File: config.mk
export PLATFORM = sky130hd
export DESIGN_NAME = aes_inv_key_schedule
export DESIGN_NICKNAME = d
export VERILOG_FILES = /design/src/rtl/aes_inv_key_schedule.sv
export SDC_FILE = /design/constraint.sdc
export NUM_CORES = 1
export LEC_CHECK = 0
export CAP_MARGIN = 20
export CORE_MARGIN = 5
export CORE_UTILIZATION = 25
export CTS_CLUSTER_DIAMETER = 30
export DETAILED_ROUTE_END_ITERATION = 16
export GPL_ROUTABILITY_DRIVEN = 0
export PLACE_DENSITY = 0.37
export SLEW_MARGIN = 25
export SYNTH_ARGS = -nofsm -noshare
export SYNTH_HDL_FRONTEND = slang
export SYNTH_SLANG_ARGS = --single-unit
export TNS_END_PERCENT = 30
File: constraint.sdc
create_clock -name clk -period 15.8 [get_ports clk]
set_input_delay 3.16 -clock clk [delete_from_list [all_inputs] [get_ports clk]]
set_output_delay 3.16 -clock clk [all_outputs]
set_load 0.01 [all_outputs]
File: src/rtl/aes_inv_key_schedule.sv
// Byte-serial AES-128 inverse key schedule: loaded with the round-10 key, each step rolls it back one round in place.
// Optional INV_KS_SBOX_REG_EN registers the S-box output and inserts a one-cycle PAD state before word 0.
module aes_inv_key_schedule (
    input  logic       clk,
    input  logic       rstn,
    input  logic       key_valid,
    output logic       key_ready,
    input  logic [7:0] key_byte,
    input  logic       step_req,
    output logic       busy,
    output logic       ko_valid,
    output logic [7:0] ko_byte,
    output logic [3:0] ko_idx,
    output logic       step_done,
    output logic [3:0] rnd,
    output logic [1:0] dbg_state
);

    // Handshake: a key byte transfers on any rising edge where key_valid && key_ready;
    // ko_* has no backpressure and is valid only while ko_valid is high.
    localparam logic [1:0] S_IDLE = 2'd0;
    localparam logic [1:0] S_LOAD = 2'd1;
    localparam logic [1:0] S_STEP = 2'd2;
`ifdef INV_KS_SBOX_REG_EN
    localparam logic [1:0] S_PAD  = 2'd3;
`endif

    localparam logic [2047:0] SBOX_TAB = {
        128'h637c777bf26b6fc53001672bfed7ab76,
        128'hca82c97dfa5947f0add4a2af9ca472c0,
        128'hb7fd9326363ff7cc34a5e5f171d83115,
        128'h04c723c31896059a071280e2eb27b275,
        128'h09832c1a1b6e5aa0523bd6b329e32f84,
        128'h53d100ed20fcb15b6acbbe394a4c58cf,
        128'hd0efaafb434d338545f9027f503c9fa8,
        128'h51a3408f929d38f5bcb6da2110fff3d2,
        128'hcd0c13ec5f974417c4a77e3d645d1973,
        128'h60814fdc222a908846eeb814de5e0bdb,
        128'he0323a0a4906245cc2d3ac629195e479,
        128'he7c8376d8dd54ea96c56f4ea657aae08,
        128'hba78252e1ca6b4c6e8dd741f4bbd8b8a,
        128'h703eb5664803f60e613557b986c11d9e,
        128'he1f8981169d98e949b1e87e9ce5528df,
        128'h8ca1890dbfe6426841992d0fb054bb16
    };

    logic [1:0] r_state;
    logic [7:0] r_key [16];
    logic [3:0] r_lcnt;
    logic [3:0] r_cnt;
    logic [3:0] r_rnd;
    logic [7:0] r_rcon;
    logic       r_ko_valid;
    logic [7:0] r_ko_byte;
    logic [3:0] r_ko_idx;
    logic       r_step_done;

    logic [3:0] w_idx;
    logic [7:0] w_sbox_in;
    logic [7:0] w_sbox_out;
    logic [7:0] w_sbox_q;
    logic [7:0] w_new;
    logic [7:0] w_rcon_next;
    logic       w_key_fire;

    // Byte counter 0..15 maps to word order 3,2,1,0 with bytes ascending inside each word.
    assign w_idx      = {~r_cnt[3:2], r_cnt[1:0]};
    assign w_sbox_out = SBOX_TAB[{~w_sbox_in, 3'b000} +: 8];
    assign w_key_fire = key_valid && key_ready;

`ifdef INV_KS_SBOX_REG_EN
    logic [7:0] r_sbox;

    // Prefetch the operand for the next word-0 byte; PAD primes byte 0 (operand k[13]).
    assign w_sbox_in = (r_state == S_PAD) ? r_key[13] : r_key[{2'b11, r_cnt[1:0] + 2'd2}];
    assign w_sbox_q  = r_sbox;

    always_ff @(posedge clk) begin
        r_sbox <= w_sbox_out;
    end
`else
    assign w_sbox_in = r_key[{2'b11, r_cnt[1:0] + 2'd1}];
    assign w_sbox_q  = w_sbox_out;
`endif

    always_comb begin
        w_new = r_key[w_idx] ^ r_key[w_idx - 4'd4];
        if (w_idx[3:2] == 2'b00) begin
            w_new = r_key[w_idx] ^ w_sbox_q ^ ((w_idx[1:0] == 2'b00) ? r_rcon : 8'h00);
        end
    end

    assign w_rcon_next = r_rcon[0] ? (((r_rcon ^ 8'h1b) >> 1) | 8'h80) : (r_rcon >> 1);

    // Key storage carries no reset: its contents are meaningless until rnd is non-zero.
    always_ff @(posedge clk) begin
        if (w_key_fire) begin
            r_key[r_lcnt] <= key_byte;
        end else if (r_state == S_STEP) begin
            r_key[w_idx] <= w_new;
        end
    end

    always_ff @(posedge clk or negedge rstn) begin
        if (!rstn) begin
            r_state     <= S_IDLE;
            r_lcnt      <= 4'd0;
            r_cnt       <= 4'd0;
            r_rnd       <= 4'd0;
            r_rcon      <= 8'h00;
            r_ko_valid  <= 1'b0;
            r_ko_byte   <= 8'h00;
            r_ko_idx    <= 4'd0;
            r_step_done <= 1'b0;
        end else begin
            r_ko_valid  <= 1'b0;
            r_step_done <= 1'b0;
            case (r_state)
                S_IDLE: begin
                    if (key_valid) begin
                        r_lcnt  <= r_lcnt + 4'd1;
                        r_state <= S_LOAD;
                    end else if (step_req && (r_rnd != 4'd0)) begin
                        r_cnt   <= 4'd0;
                        r_state <= S_STEP;
                    end
                end
                S_LOAD: begin
                    if (key_valid) begin
                        r_lcnt <= r_lcnt + 4'd1;
                        if (r_lcnt == 4'd15) begin
                            r_state <= S_IDLE;
                            r_rnd   <= 4'd10;
                            r_rcon  <= 8'h36;
                        end
                    end
                end
                S_STEP: begin
                    r_ko_valid <= 1'b1;
                    r_ko_byte  <= w_new;
                    r_ko_idx   <= w_idx;
                    r_cnt      <= r_cnt + 4'd1;
`ifdef INV_KS_SBOX_REG_EN
                    if (r_cnt == 4'd11) begin
                        r_state <= S_PAD;
                    end
`endif
                    if (r_cnt == 4'd15) begin
                        r_state     <= S_IDLE;
                        r_step_done <= 1'b1;
                        r_rnd       <= r_rnd - 4'd1;
                        r_rcon      <= w_rcon_next;
                    end
                end
`ifdef INV_KS_SBOX_REG_EN
                S_PAD: begin
                    r_state <= S_STEP;
                end
`endif
                default: begin
                    r_state <= S_IDLE;
                end
            endcase
        end
    end

    assign key_ready = (r_state == S_IDLE) || (r_state == S_LOAD);
`ifdef INV_KS_SBOX_REG_EN
    assign busy      = (r_state == S_STEP) || (r_state == S_PAD);
`else
    assign busy      = (r_state == S_STEP);
`endif
    assign ko_valid  = r_ko_valid;
    assign ko_byte   = r_ko_byte;
    assign ko_idx    = r_ko_idx;
    assign step_done = r_step_done;
    assign rnd       = r_rnd;
    assign dbg_state = r_state;

endmodule

## Word-level counts from Yosys, hierarchy flattened

Memory sizes are Yosys's and may differ from the RTL's.
Cells that the tools add are included.

- Memories: 1
- RAM bits: 128
- Output and inout port bits: 22
- Input bits: 12
- Word-level logic and storage cells: 77
- Bits in registers: 36

- Shift operators: 1
- Reductions and logical operators: 15
- Add/sub/neg operators: 5
- Eq/ne operators: 10
- Muxes and demuxes: 30
- Bitwise operators: 6

Memories:

| name | depth | width | rd ports | clocked after memory_dff | wr ports | RTL line | text |
|---|---|---|---|---|---|---|---|
| r_key | 16 | 8 | 3 | 0 | 1 | 48 | `logic [7:0] r_key [16];` |

Operators with widths:

| kind | number |
|---|---|
| 2048-bit by 12-bit variable part select with 8-bit output (first input constant) | 1 |
| 8-bit 2-to-1 mux | 7 |
| 4-bit 2-to-1 mux | 6 |
| 8-bit bitwise XOR | 3 |
| 4-bit one-hot mux with 2 select lines | 2 |
| 8-bit one-hot mux with 2 select lines | 1 |
| 2-bit 2-to-1 mux | 5 |
| 4-bit by 1-bit adder with 4-bit output (second input constant) | 2 |
| 4-bit == test (second input constant) | 2 |
| 1-bit 2-to-1 mux | 8 |
| 2-bit inequality test (second input constant) | 4 |
| 8-bit inverter | 1 |
| 4-bit AND reduction | 2 |
| 8-bit OR reduction | 1 |
| 2-bit logical NOT | 3 |
| 2-bit one-hot mux with 3 select lines | 1 |
| 4-bit inverter | 1 |
| 2-bit nonzero test | 2 |
| 4-bit nonzero test | 1 |
| 4-bit by 1-bit subtractor with 4-bit output (second input constant) | 1 |
| 4-bit by 3-bit subtractor with 4-bit output (second input constant) | 1 |
| 3-bit inequality test (second input constant) | 1 |
| 3-bit AND reduction | 1 |
| 2-bit by 1-bit adder with 2-bit output (second input constant) | 1 |
| other kinds (8) | 9 |

## Depth between registers and ports, before layout

Gate-level depths: netlist (run 1).
An unclocked memory read counts as a cell.

- Word-level depth: 8
- Depth in mapped cells: 23
- Mapped depth without buffers: 14

## Worst setup path after synthesis (run 1)

OpenSTA, ideal clock, no wires.

- Path type: reg-to-reg
- Start point: reg r_cnt[0]
- End point: mem r_key[0][3], data pin
- Setup time: 341 ps
- Clock period less this slack: 5919 ps
- Path slack: 9881 ps
- Required time: 15459 ps
- Stages on the path, launching flop included: 24
- Path buffers: 10
- Data arrival time: 5578 ps
- Path through: dfrtp_1 > buf_6 > buf_4 > buf_2 > clkbuf_1 > inv_1 > ha_1 > buf_4 > mux4_2 > buf_6 > buf_6 > clkbuf_1 > ha_1 > clkbuf_1 > inv_1 > clkbuf_1 > and3_1 > a221oi_1 > nor2_1 > o311ai_0 > o21ai_1 > a41o_1 > o21a_1 > o31ai_1

- Word-level cells in the longest chain between the ends: 8
- Elaborated cells between the ends (all ways): 12
- Those cells by class: add/sub: 2; shift: 1; mux: 3; bitwise: 4; reduce/logical: 1; memory: 1

RTL lines:

| element | RTL line | text |
|---|---|---|
| start: declaration | 50 | `logic [3:0] r_cnt;` |
| start signal: assignment | 142 | `r_cnt <= r_cnt + 4'd1;` |
| 2-bit by 1-bit adder with 2-bit output | 82 | `assign w_sbox_in = r_key[{2'b11, r_cnt[1:0] + 2'd1}];` |
| memory read 16 x 8 bit | -- |  |
| 8-bit inverter | 68 | `assign w_sbox_out = SBOX_TAB[{~w_sbox_in, 3'b000} +: 8];` |
| 2048-bit by 12-bit variable part select with 8-bit output | 68 |  |
| 8-bit bitwise XOR (2 in series) | 89 | `w_new = r_key[w_idx] ^ w_sbox_q ^ ((w_idx[1:0] == 2'b00) ? r_rcon : 8'h00);` |
| 8-bit 2-to-1 mux (*) | 88 | `if (w_idx[3:2] == 2'b00) begin` |
| 8-bit 2-to-1 mux (no source line) (*) | -- |  |
| end: declaration | 48 |  |

Every way passes the cells marked *; elsewhere a longest branch is shown, timed or not.

## Worst setup path after layout (run 1)

- Start point: reg r_cnt[0]
- End point: mem r_key[13][6], data pin

Same word-level chain as after synthesis.

==> impl_metrics.ini, run 1 <==
[route]
drt_first_pass_iters = 6
drc = 0
post_drt_wl_per_cell_um = 26.6
via_per_inst = 5.76
drt_iter0_drc = 1311
drtAntennaViolNets = 0
vias = 9218
wl_um = 42500

[sta]
fin_crit_sh = 0.439
skew_ns = 0.0131
fmax_ghz = 0.144
setup_viol = 0
tightest_slew_ns = 1.01
worst_slack_ns = 8.87
slew-limit-headroom = 0.321
fin_crit_ns = 6.93
drv_slew = 0
timing_hold_violations_final = 0
setup_tns_ns = 0
rsz0062_at_grt = false

[logic_synthesis]
async_reset_ff_frac = 0.220
syn_area_um2 = 11000
synth_cell_type_count = 87
postSynthAreaPerCell_um2 = 10.8
synthFlopType = edfxtp_1
synth_edf_count = 128
seq_area_frac_synth = 0.430
ys.warnings.count = 0
synth_fp_nets = 1055
ys_ff_latch = 164
synth_cells = 1023

[finish]
insertedDiodeCount = 0
final_common_cell = edfxtp_1
drive_gt1_frac = 0.142
layout_common_cells = edfxtp_1 (128), nand2_1 (89), nor2_1 (82)
post-route-util = 0.282
nets = 1029
syn2layout_area_growth_pct = 12.4

[worst_setup_path]
worstSetupPathType = flop to flop
cp_slowest_cell = mux4_2
cp_cell_sequence = inv_1 > ha_1 > buf_4 > mux4_2 > inv_1 > ha_1 > buf_4 > clkinv_1 > or3_1 > nand2_1 > a221oi_1 > o41ai_1 > a32o_1 > mux2i_1 > nor4_1 > nor3_2
arrival_ns = 7.04
worst-r2r-cell-count = 16
crit_path_max_fanout = 34
cp-end-kind = flop
critPathLaunchType = flop
required_ns = 15.91
cp_slowest_stage_delay_ns = 0.82

[job]
maxCapViolCount = 0

[run_status]
outcome = completed

[clocking]
cts_resized = 0
cts.sink_count = 164
post_cts.repair.setup_buffers = 0
cts-root-buf = clkbuf_16
clockBufferDepth = 2
hold_buffers = 0
path_clk_slew_ns = 0.07
numCtsBuffers = 17
cts-htree-levels = 4
clk_latency_ns = 0.43
cts_tree = done

[worst_hold_path]
hold_path_class = flop to flop
hold_depth = 1

[floorplanning]
ios = 34
dieArea_um2 = 48400
die_y_um = 220
die-width_um = 220
row_count = 77
core-area_um2 = 43900
initial_utilization = 0.251

[global_routing]
grt_pass1_wl_um = 62700
grt_max_degree = 66
antenna_found_initial = 0
overflow = 0
grt_pass1_vias = 8909
grt_usage = 0.174

[placement]
dp_hpwl_um = 29600
io_buffers = 33
dp_slack_ns = 8.96

[pwr]
p_leak_uw = 0.00401
peakVddDrop_mv = 0.0801
powerDensity_nw_per_um2 = 231
stage by stage:
stage | std cells | cell area, um^2 | hold slack, ns | power (uW)
floorplan | 1023 | 11000 | 0.488 | 1800
global placement | 1569 | 11800 | 0.460 | 2430
detailed placement | 1569 | 11800 | 0.481 | 2380
CTS | 1600 | 12400 | 0.502 | 2820
global route | 1601 | 12400 | 0.529 | 3000
finish | 1601 | 12400 | 0.491 | 2870
Yosys cell counts (6+ instances only):
library cell	instances	area share
o211ai_1	12	0.0082
xor2_1	7	0.0056
nor3_1	26	0.012
a32oi_1	8	0.0064
a31oi_1	15	0.0085
edfxtp_1	128	0.35
xnor2_1	16	0.013
o311ai_0	10	0.0079
dfrtp_1	36	0.082
inv_1	17	0.0058
a211oi_1	16	0.011
buf_6	7	0.0071
o31ai_1	10	0.0068
a22oi_1	9	0.0061
o221ai_1	8	0.0064
buf_4	12	0.0082
a221oi_1	12	0.0095
clkbuf_1	49	0.017
a311oi_1	11	0.0087
nor2_1	85	0.029
nand3_1	37	0.017
a21oi_1	40	0.018
mux4_2	55	0.11
nand2b_1	23	0.013
nor2b_1	15	0.0085
nand2_1	89	0.030
mux2_2	7	0.0071
buf_2	21	0.0095
or3_1	7	0.0040
mux2i_1	29	0.026
nand4_1	6	0.0034
o2111ai_1	8	0.0064
o21ai_0	35	0.016
buf_1	6	0.0020
ha_1	20	0.023
o22ai_1	13	0.0074
layer usage:
metal	share of wire	track usage
met1	0.44	0.246
met2	0.44	0.261
met3	0.063	0.0257
met4	0.053	0.0847
met5	0	0
final cells by class:
cell class | instances | area (um^2)
tap | 592 | 741
clock buffer | 18 | 429
inverter | 20 | 75.1
sequential | 164 | 4750
timing repair buffer | 50 | 465
clock inverter | 13 | 173
fill | 4634 | 31500
multi-input combinational | 744 | 5770
cell families after synthesis:
| logic type | after synthesis | share of synthesized area |
|---|---|---|
| simple gates | 325 | 0.141 |
| compound gates | 284 | 0.190 |
| flops | 164 | 0.430 |
| buf+inv | 115 | 0.0504 |
| mux | 92 | 0.147 |
| xor+xnor | 23 | 0.0183 |
| fa+ha+maj | 20 | 0.0227 |
worst max-delay path, delay by kind of cell (launching register included):
| family | cells | cell delay, ns |
|---|---|---|
| flops | 1 | 0.76 |
| simple gates | 4 | 1.45 |
| compound gates | 3 | 1.05 |
| buf+inv | 5 | 1.49 |
| mux | 2 | 1.13 |
| fa+ha+maj | 2 | 0.69 |
final timing paths:
path	end	startpoint	slack [ns]
max	r_key[13][6]	r_cnt[0]	8.87
max reg2reg	r_key[13][6]	r_cnt[0]	8.87
min in group asynchronous	rnd[1]	rstn	2.61
min reg2reg	ko_idx[2]	ko_idx[2]	0.49
max in group asynchronous	r_cnt[0]	rstn	12.69
min	ko_idx[2]	ko_idx[2]	0.49
where the power goes:
group          leakage (uW)  internal, uW  switching, uW  total, uW
combinational       0.00215           624           1220       1840
sequential          0.00158           538           57.9        596
clock              0.000282           251            182        433
state kept, by name (all words and copies together) (netlist names):
name,count
r_key,128
ko_byte,8
r_rcon,8
ko_idx,4
r_cnt,4
r_lcnt,4
rnd,4
dbg_state,2
ko_valid,1
step_done,1
Note: power is estimated with default switching activity, not from simulation.
==> inputs of run 2 (changes only) <==
==> constraint.sdc (replaced) <==
create_clock -name clk -period 7.1 [get_ports clk]
set_input_delay 1.42 -clock clk [delete_from_list [all_inputs] [get_ports clk]]
set_output_delay 1.42 -clock clk [all_outputs]
set_load 0.01 [all_outputs]
==> run 2 against run 1 <==
  * Worst setup slack worse by 7.9 ns
  * Sequential power is 120% higher
  * Non-clock buffer count is 31 higher
  * Sequential cell count stayed put
  * Final area is 2.1% higher
  * Count of clock-buffer cells in the layout is 2 higher
  * Wire length is 4.1% higher
  * Largest power group unchanged
  * Highest routed layer unchanged
==> impl_metrics.ini, run 2 (synthesis results as in run 1) <==
[run_status]
outcome = completed

[finish]
drive_gt1_frac = 0.172
stdcell_count = 1633
post-route-util = 0.288
n_fill_cell = 4649
final_common_cell = edfxtp_1
seq_area_um2 = 4750
layout_common_cells = edfxtp_1 (128), nand2_1 (89), nor2_1 (74)
insertedDiodeCount = 0
top_register = r_key
multiInputGateArea_um2 = 5790
largest_register_ffs = 128
syn2layout_area_growth_pct = 14.8
nets = 1060

[global_routing]
grt_max_degree = 49
antenna_found_initial = 0
overflow = 0
grt_pass1_vias = 9074
grt_pass1_wl_um = 64600
grt_usage = 0.180

[job]
maxCapViolCount = 0

[worst_setup_path]
crit_path_end = r_key[2][3]
r2r-end = r_key[2][3]
required_ns = 7.26
critPathLaunchType = flop
worst-r2r-cell-count = 13
cp-end-kind = flop
crit_path_max_fanout = 48
critPathLaunch = r_cnt[0]
arrival_ns = 6.25
regToRegSetupSlack_ns = 1.01
worstSetupPathType = flop to flop
r2r-start = r_cnt[0]

[sta]
hold_ws_ns = 0.497
worst_slack_ns = 1.01
fin_crit_ns = 6.09
setup_viol = 0
setup_tns_ns = 0
slew-limit-headroom = 0.212
fmax_ghz = 0.164
fin_crit_sh = 0.857
tightest_slew_ns = 1.15
timing_hold_violations_final = 0
drv_slew = 0
rsz0062_at_grt = false
skew_ns = 0.0193

[route]
drtAntennaViolNets = 0
post_drt_wl_per_cell_um = 27.1
drc = 0
via_per_inst = 5.76
wl_um = 44300
drt_first_pass_iters = 6
vias = 9400
drt_iter0_drc = 1290

[floorplanning]
die_y_um = 220
initial_utilization = 0.251
ios = 34
die-width_um = 220
dieArea_um2 = 48400
row_count = 77
core-area_um2 = 43900

[placement]
place_inst = 1600
dp_slack_ns = 1.29
dp_hpwl_um = 31000
io_buffers = 33

[clocking]
hold_buffers = 0
cts_tree = done
path_clk_slew_ns = 0.07
cts_resized = 0
clk_latency_ns = 0.43
clockBufferDepth = 2
cts.sink_count = 164
post_cts.repair.setup_buffers = 0
numCtsBuffers = 17
cts-root-buf = clkbuf_16
cts-htree-levels = 4

[pwr]
powerDensity_nw_per_um2 = 521
seq_power_share = 0.199
clockPowerShare = 0.149
netSwitchingPower_uw = 3330
p_leak_uw = 0.00418
peakVddDrop_mv = 0.171
pwr-share-comb = 0.651
cell_internal_pwr_uw = 3280
p_sw_frac = 0.504

[worst_hold_path]
hold_path_class = flop to flop
run 2: worst min path at each step:
stage | start | endpoint | slack [ns] | cells after the start
2_1_floorplan | r_rcon[7] | r_rcon[7] | 0.49 | 1
3_3_place_gp | ko_byte[2] | ko_byte[2] | 0.47 | 1
3_5_place_dp | ko_idx[3] | ko_idx[3] | 0.48 | 1
4_1_cts | ko_idx[3] | ko_idx[3] | 0.49 | 1
5_1_grt | ko_idx[1] | ko_idx[1] | 0.51 | 2
6_report | ko_idx[1] | ko_idx[1] | 0.50 | 2
run 2: layout make-up:
class                      instances  share of cell area
multi-input combinational        744               0.457
sequential                       164               0.375
tap                              592              0.0585
timing repair buffer              81              0.0551
clock buffer                      20              0.0345
clock inverter                    12              0.0140
inverter                          20             0.00593
run 2: power groups by stage:
stage                     Clock, uW  Combinational (uW)  Sequential (uW)
final                           987                4300             1320
after global routing           1050                4470             1330
after CTS                      1010                4150             1320
after detailed placement          0                4130             1340
after global placement            0                4250             1340
after floorplan                   0                2730             1290
run 2: per-stage QoR:
stage,cell area (um^2),power (uW)
global route,12700,6860
detailed placement,12000,5470
finish,12700,6600
CTS,12600,6470
global placement,12000,5580
floorplan,11000,4020
run 2: layer usage:
| layer | vias to the layer above | global-route usage | share of wire |
|---|---|---|---|
| met2 | 489 | 0.276 | 0.45 |
| li1 | 4032 | - | - |
| met3 | 106 | 0.0342 | 0.074 |
| met1 | 4773 | 0.254 | 0.44 |
| met4 | 0 | 0.0645 | 0.042 |
| met5 | - | 0 | 0 |
run 2: worst max-delay path, cell delays in order, from the launching register on:
cell and delay (ns):
dfrtp_4 0.64, inv_1 0.15, ha_1 0.49, mux4_4 0.88, buf_4 0.32, or2_0 0.62
mux2i_1 0.17, a22o_1 0.23, a2111oi_0 0.95, o311ai_1 0.35, a41o_1 0.34, nor3_1 0.28
o31ai_2 0.13, buf_4 0.21
==> inputs of run 3 (changes only) <==
--- a/config.mk
+++ b/config.mk
@@ -5,6 +5,7 @@
 export SDC_FILE = /design/constraint.sdc
 export NUM_CORES = 1
 export LEC_CHECK = 0
+export ABC_CLOCK_PERIOD_IN_PS = 7100
 export CAP_MARGIN = 20
 export CORE_MARGIN = 5
 export CORE_UTILIZATION = 25
==> results of run 3 <==
Same layout as run 2: the final DEF is identical, and so are final timing and power.
